[src/rtl/jpeg_pkg.sv]
// Shared JPEG constants: widths, Annex K quantisation tables,
// their reciprocals, and the row-major to zig-zag position map.
package jpeg_pkg;

  localparam int CW = 12;
  localparam int QW = 11;
  localparam int RW = 16;
  localparam int PW = RW + 1;

  localparam logic [1:0] COMP_Y  = 2'd0;
  localparam logic [1:0] COMP_CB = 2'd1;
  localparam logic [1:0] COMP_CR = 2'd2;
  localparam logic [1:0] COMP_X  = 2'd3;

  typedef enum logic [2:0] {
    S_IDLE,
    S_LOAD,
    S_DRAIN,
    S_OUT,
    S_DONE
  } state_t;

  typedef logic [0:63][7:0]    qtab_t;
  typedef logic [0:63][PW-1:0] rtab_t;
  typedef logic [0:63][5:0]    zmap_t;

  localparam qtab_t Q_LUMA = '{
    16, 11, 10, 16, 24, 40, 51, 61,
    12, 12, 14, 19, 26, 58, 60, 55,
    14, 13, 16, 24, 40, 57, 69, 56,
    14, 17, 22, 29, 51, 87, 80, 62,
    18, 22, 37, 56, 68,109,103, 77,
    24, 35, 55, 64, 81,104,113, 92,
    49, 64, 78, 87,103,121,120,101,
    72, 92, 95, 98,112,100,103, 99
  };

  localparam qtab_t Q_CHROMA = '{
    17, 18, 24, 47, 99, 99, 99, 99,
    18, 21, 26, 66, 99, 99, 99, 99,
    24, 26, 56, 99, 99, 99, 99, 99,
    47, 66, 99, 99, 99, 99, 99, 99,
    99, 99, 99, 99, 99, 99, 99, 99,
    99, 99, 99, 99, 99, 99, 99, 99,
    99, 99, 99, 99, 99, 99, 99, 99,
    99, 99, 99, 99, 99, 99, 99, 99
  };

  localparam zmap_t ZZ = '{
     0,  1,  5,  6, 14, 15, 27, 28,
     2,  4,  7, 13, 16, 26, 29, 42,
     3,  8, 12, 17, 25, 30, 41, 43,
     9, 11, 18, 24, 31, 40, 44, 53,
    10, 19, 23, 32, 39, 45, 52, 54,
    20, 22, 33, 38, 46, 51, 55, 60,
    21, 34, 37, 47, 50, 56, 59, 61,
    35, 36, 48, 49, 57, 58, 62, 63
  };

  // Elaboration-time only: round(2^RW / q)
  function automatic rtab_t mk_recip(input qtab_t q);
    rtab_t r;
    for (int i = 0; i < 64; i++) begin
      r[i] = PW'(((1 << RW) + int'(q[i]) / 2) / int'(q[i]));
    end
    return r;
  endfunction

  localparam rtab_t R_LUMA   = mk_recip(Q_LUMA);
  localparam rtab_t R_CHROMA = mk_recip(Q_CHROMA);

endpackage

[src/rtl/quant_mult.sv]
// Sign-magnitude reciprocal multiply, round half away from zero,
// saturate to QW bits, one output register.
module quant_mult #(
  parameter int CW = 12,
  parameter int QW = 11,
  parameter int RW = 16,
  parameter int PW = 17
) (
  input  logic                 clk,
  input  logic                 rst_n,
  input  logic                 en,
  input  logic signed [CW-1:0] coef,
  input  logic [PW-1:0]        recip,
  output logic signed [QW-1:0] q
);

  localparam int MW = CW + PW;
  localparam int SW = MW - RW;
  localparam logic [SW-1:0] POS_MAX = SW'((1 << (QW - 1)) - 1);
  localparam logic [SW-1:0] NEG_MAX = SW'(1 << (QW - 1));
  localparam logic [MW-1:0] HALF = MW'(1 << (RW - 1));

  logic          neg;
  logic [CW-1:0] mag;
  logic [MW-1:0] prod;
  logic [SW-1:0] res;
  logic [SW-1:0] nres;
  logic [QW-1:0] sat;

  // CW-bit magnitude so the most negative input stays exact
  always_comb begin
    neg  = coef[CW-1];
    mag  = neg ? (~$unsigned(coef) + CW'(1)) : $unsigned(coef);
    prod = MW'(mag) * MW'(recip) + HALF;
    res  = prod[MW-1:RW];
    nres = ~res + SW'(1);
    sat  = '0;
    if (!neg) begin
      sat = (res > POS_MAX) ? POS_MAX[QW-1:0] : res[QW-1:0];
    end else begin
      sat = (res > NEG_MAX) ? NEG_MAX[QW-1:0] : nres[QW-1:0];
    end
  end

  always_ff @(posedge clk) begin
    if (!rst_n) begin
      q <= '0;
    end else if (en) begin
      q <= $signed(sat);
    end
  end

endmodule

[src/rtl/quant_zigzag.sv]
// JPEG quantiser: 64 row-major coefficients in, quantised
// values out in zig-zag order with a done pulse per block.
module quant_zigzag
  import jpeg_pkg::*;
(
  input  logic                 clk,
  input  logic                 rst_n,
  input  logic                 enable,
  input  logic [1:0]           comp_sel,
  input  logic                 coef_valid,
  input  logic signed [CW-1:0] coef_in,
  output logic                 coef_ready,
  output logic                 q_valid,
  input  logic                 q_ready,
  output logic signed [QW-1:0] q_out,
  output logic [5:0]           zz_idx,
  output logic                 done
);

  state_t               state;
  logic [5:0]           in_cnt;
  logic                 chroma;
  logic                 acc;
  logic                 wr_en;
  logic [5:0]           wr_addr;
  logic [PW-1:0]        recip;
  logic signed [QW-1:0] res;
  logic signed [QW-1:0] qbuf [64];

  assign acc   = coef_valid & coef_ready;
  assign recip = chroma ? R_CHROMA[in_cnt] : R_LUMA[in_cnt];

  quant_mult #(
    .CW(CW),
    .QW(QW),
    .RW(RW),
    .PW(PW)
  ) u_mult (
    .clk   (clk),
    .rst_n (rst_n),
    .en    (acc),
    .coef  (coef_in),
    .recip (recip),
    .q     (res)
  );

  always_ff @(posedge clk) begin
    if (wr_en) begin
      qbuf[wr_addr] <= res;
    end
  end

  always_ff @(posedge clk) begin
    if (!rst_n) begin
      state      <= S_IDLE;
      in_cnt     <= '0;
      chroma     <= 1'b0;
      wr_en      <= 1'b0;
      wr_addr    <= '0;
      coef_ready <= 1'b0;
      q_valid    <= 1'b0;
      q_out      <= '0;
      zz_idx     <= '0;
      done       <= 1'b0;
    end else begin
      wr_en   <= acc;
      wr_addr <= ZZ[in_cnt];
      done    <= 1'b0;
      unique case (state)
        S_IDLE: begin
          if (enable) begin
            state      <= S_LOAD;
            in_cnt     <= '0;
            coef_ready <= 1'b1;
            chroma     <= (comp_sel == COMP_CB) ||
                          (comp_sel == COMP_CR) ||
                          (comp_sel == COMP_X);
          end
        end
        S_LOAD: begin
          if (acc) begin
            in_cnt <= in_cnt + 6'd1;
            if (in_cnt == 6'd63) begin
              coef_ready <= 1'b0;
              state      <= S_DRAIN;
            end
          end
        end
        // last write lands at zz 63, so qbuf[0] is already final
        S_DRAIN: begin
          state   <= S_OUT;
          q_valid <= 1'b1;
          q_out   <= qbuf[0];
          zz_idx  <= '0;
        end
        S_OUT: begin
          if (q_ready) begin
            if (zz_idx == 6'd63) begin
              q_valid <= 1'b0;
              done    <= 1'b1;
              state   <= S_DONE;
            end else begin
              zz_idx <= zz_idx + 6'd1;
              q_out  <= qbuf[zz_idx + 6'd1];
            end
          end
        end
        S_DONE: begin
          state <= S_IDLE;
        end
        default: begin
          state <= S_IDLE;
        end
      endcase
    end
  end

endmodule
[config.mk]
export PLATFORM = sky130hd
export DESIGN_NAME = quant_zigzag
export DESIGN_NICKNAME = d
export VERILOG_FILES = /design/src/rtl/jpeg_pkg.sv /design/src/rtl/quant_mult.sv /design/src/rtl/quant_zigzag.sv
export SDC_FILE = /design/constraint.sdc
export NUM_CORES = 1
export LEC_CHECK = 0
export CELL_PAD_IN_SITES_DETAIL_PLACEMENT = 1
export CELL_PAD_IN_SITES_GLOBAL_PLACEMENT = 2
export CORE_MARGIN = 2
export CORE_UTILIZATION = 45
export CTS_BUF_LIST = sky130_fd_sc_hd__clkbuf_2 sky130_fd_sc_hd__clkbuf_4 sky130_fd_sc_hd__clkbuf_8
export CTS_CLUSTER_SIZE = 8
export DETAILED_ROUTE_END_ITERATION = 16
export PLACE_DENSITY = 0.72
export SLEW_MARGIN = 30
export SYNTH_ARGS = -nofsm -noshare
export SYNTH_HDL_FRONTEND = slang
export SYNTH_SLANG_ARGS = --single-unit
[constraint.sdc]
create_clock -name clk -period 18.56 [get_ports clk]
set_input_delay 3.712 -clock clk [delete_from_list [all_inputs] [get_ports clk]]
set_output_delay 3.712 -clock clk [all_outputs]
set_load 0.01 [all_outputs]
==> reports/metrics.json <==
{
  "drt": {
    "detail_route.wirelength.met1_mm": 42.3,
    "wl_met2_mm": 51.8,
    "dr_total_vias": 21567,
    "maxUsedRoutingLayer": "met4",
    "met3_wirelength_mm": 4.16,
    "drt-pass1-iter-count": 5,
    "drt_drc_violations_left": 0,
    "routedWlPerCell_um": 27.4,
    "drt_first_iter_violations": 1620,
    "drt-vias-per-instance": 5.87,
    "routed_wirelength_mm": 100,
    "detail-route-antenna-nets": 0
  },
  "cts": {
    "cts_tree": "done",
    "cts.sink_count": 752,
    "worstSkewPairLatency_ps": 730,
    "clockBufferDepth": 3,
    "h-tree-depth": 3,
    "cts.repair.resized": 0,
    "postCtsSetupRepairBufs": 0,
    "cts-hold-fix-buffers": 0,
    "clk_transition_reported_paths_ps": 60,
    "cts-root-buf": "clkbuf_8",
    "cts-buffers-inserted": 112
  },
  "power": {
    "power_per_cell_area_mw_per_mm2": 95.8,
    "p_leak_uw": 0.0141,
    "power.ir.vdd_worst_mv": 0.0549
  },
  "sta": {
    "hold_worst_slack_ps": 457,
    "worst_slew_margin_rel_pct": 36.1,
    "final_number_of_setup_violating_endpoints": 0,
    "hold_violations": 0,
    "post-route-period-util_pct": 60.6,
    "final_total_negative_setup_slack_ps": 0,
    "finalCriticalPeriod_ps": 11240,
    "maxSlewViolCount": 0,
    "worst_slew_pin_slew_ps": 959,
    "postLayoutSetupSlackWorst_ps": 7320,
    "unrepaired_setup_endpoints_after_global_routing": "false",
    "skew_ps": 37.6,
    "fmaxAchievable_mhz": 89.0
  },
  "placed_design": {
    "placed_cell_area_sq_mm": 0.0391,
    "gp_congestion": 0.847,
    "dp_slack_ps": 6320,
    "port_buffers": 38,
    "detailed_placement_wirelength_estimate_mm": 67.4
  },
  "synthesis": {
    "synthFlopType": "edfxtp_1",
    "ys_ff_latch": 752,
    "net_count_synth": 2656,
    "post_synth_num_cell_types": 80,
    "share_of_the_yosys_chip_area_belonging_to_registers_pct": 59.6,
    "synth-edff-count": 704,
    "cell_area_after_synthesis_sq_mm": 0.0371,
    "yosysWarningCount": 0,
    "syn_area_per_cell_sq_um": 15.3,
    "post_synth_inst_count": 2428,
    "postSynth.asyncResetShare_pct": 0
  },
  "critical_path": {
    "timing.critical_path.from_type": "input port",
    "crit_slowest_cell": "clkdlybuf4s50_1",
    "worst-r2r-cell-count": 29,
    "regToRegSetupSlack_ps": 9350,
    "critPathRequiredTime_ps": 19150,
    "critical_path.max_fanout": 14,
    "crit_type": "input port to flip-flop",
    "cpPeakStageDelay_ps": 720,
    "cp-end-kind": "flip-flop",
    "cp.arrival_ps": 11830
  },
  "floorplan": {
    "die_y_um": 291,
    "floorplan.die_area_sq_mm": 0.0847,
    "placementRows": 105,
    "start_util_pct": 45.3,
    "die_w_um": 291,
    "coreArea_sq_mm": 0.0818,
    "design.portCount": 39
  },
  "flow_run": {
    "timing.max_cap.violations": 0
  },
  "cells_and_area": {
    "finish.net_count": 2758,
    "most-common-layout-cells": "704 x edfxtp_1, 234 x mux4_2, 215 x nand2_1",
    "n_fill_cell": 7876,
    "proportion_of_layout_cells_with_a_drive_suffix_above_1_pct": 21.9,
    "most_common_library_cell_in_the_layout_ignoring_fill_and_taps": "edfxtp_1",
    "area.growth.synth_to_final_pct": 11.4,
    "postLayoutCellArea_sq_mm": 0.0413
  },
  "grt": {
    "grt_max_degree": 81,
    "grt_antenna_before_repair": 4,
    "grtUsageTotal_pct": 24.0,
    "grt_first_pass_wirelength_mm": 152,
    "number_of_global_route_vias_before_repair": 23334,
    "grt_remaining_overflow": 0
  },
  "run_status": {
    "outcome": "completed"
  },
  "hold_path": {
    "hold-path-cell-count": 2,
    "hold_path.class": "flip-flop to flip-flop"
  }
}
## routing by layer
| layer | vias up | GRT usage [%] |
|---|---|---|
| met4 | 0 | 6.47 |
| met5 | - | 0 |
| li1 | 9438 | - |
| met2 | 572 | 42.1 |
| met3 | 131 | 2.91 |
| met1 | 11426 | 31.9 |
## kinds of logic (layout without fill, tap and decap cells)
family,Yosys count,in the layout,synth area share (%)
other,0,1,0
muxes,248,248,14.6
DFF,752,752,59.6
and+or+nand+nor,555,555,6.93
adders and majority gates,209,209,9.28
AOI/OAI and AO/OA,314,314,5.61
buffers and inverters,325,500,3.35
xor gates and xnor gates,25,25,0.591
## power breakdown
group / switching [uW] / internal [uW] / leakage [uW] / total, uW
clock network: 606 / 700 / 0.00115 / 1310
registers: 29.8 / 1900 / 0.00681 / 1930
logic: 463 / 260 / 0.00612 / 722
## worst paths after layout
path | start | end
worst max register to register | in_cnt[3] | u_mult.q[7]
worst min-delay path | q_out[0] | q_out[0]
worst min register to register | q_out[0] | q_out[0]
worst max-delay path | coef_in[0] | u_mult.q[7]
## area by class of cell
type / count / area [sq um] / area share [%]
diodes: 1 / 2.50 / 0.00606
clock buffers: 170 / 2020 / 4.90
clock inverters: 17 / 120 / 0.291
inverters: 181 / 679 / 1.65
multi-input cells: 1351 / 13900 / 33.6
flip-flops and latches: 752 / 22100 / 53.6
well taps: 1070 / 1340 / 3.24
repair buffers: 132 / 1110 / 2.68
## worst max-delay path: cells and delay by family
family	cells	cell delay [ps]
compound gates	5	1810
xor+xnor	1	490
fa+ha+maj	6	2850
buf+inv	6	1130
mux	1	360
simple gates	7	1450
## flip-flops by register name, indices dropped and copies added, names as in the netlist
name        count
coef_ready      1
q_valid         1
zz_idx          6
done            1
u_mult.q       11
wr_addr         6
qbuf          704
wr_en           1
chroma          1
q_out          11
in_cnt          6
state           3
## stage by stage
stage                     total power [uW]  std cells  util [%]
after floorplan                       2470       2428         -
after global placement                2670       3485      47.7
after detailed placement              2690       3485      47.8
after CTS                             3990       3672      50.4
after global routing                  4150       3674      50.4
final                                 3960       3674      50.4
## cell usage after synthesis, drive strengths merged (7+ instances only)
master,instances,area [sq um]
and2,32,200
nand3b,8,60.1
a211oi,19,143
and3,7,48.8
inv,179,672
o221ai,14,123
o22ai,9,56.3
a21oi,75,379
ha,99,1240
o21ai,74,374
nand3,39,195
nor4,8,71.3
nand4,9,56.3
fa,110,2200
mux4,234,5270
a21boi,18,135
edfxtp,704,21100
dfxtp,48,961
or3,9,56.3
o311ai,10,87.6
nand2b,9,56.3
o31ai,12,90.1
mux2i,11,110
nor2b,24,150
nor2,140,526
nor3,32,160
xor2,11,96.3
xnor2,14,123
a31oi,14,93.8
buf,34,150
o211ai,10,75.1
nand2,215,807
clkbuf,110,413
o211a,7,70.1
(Power assumes the default switching activity.)
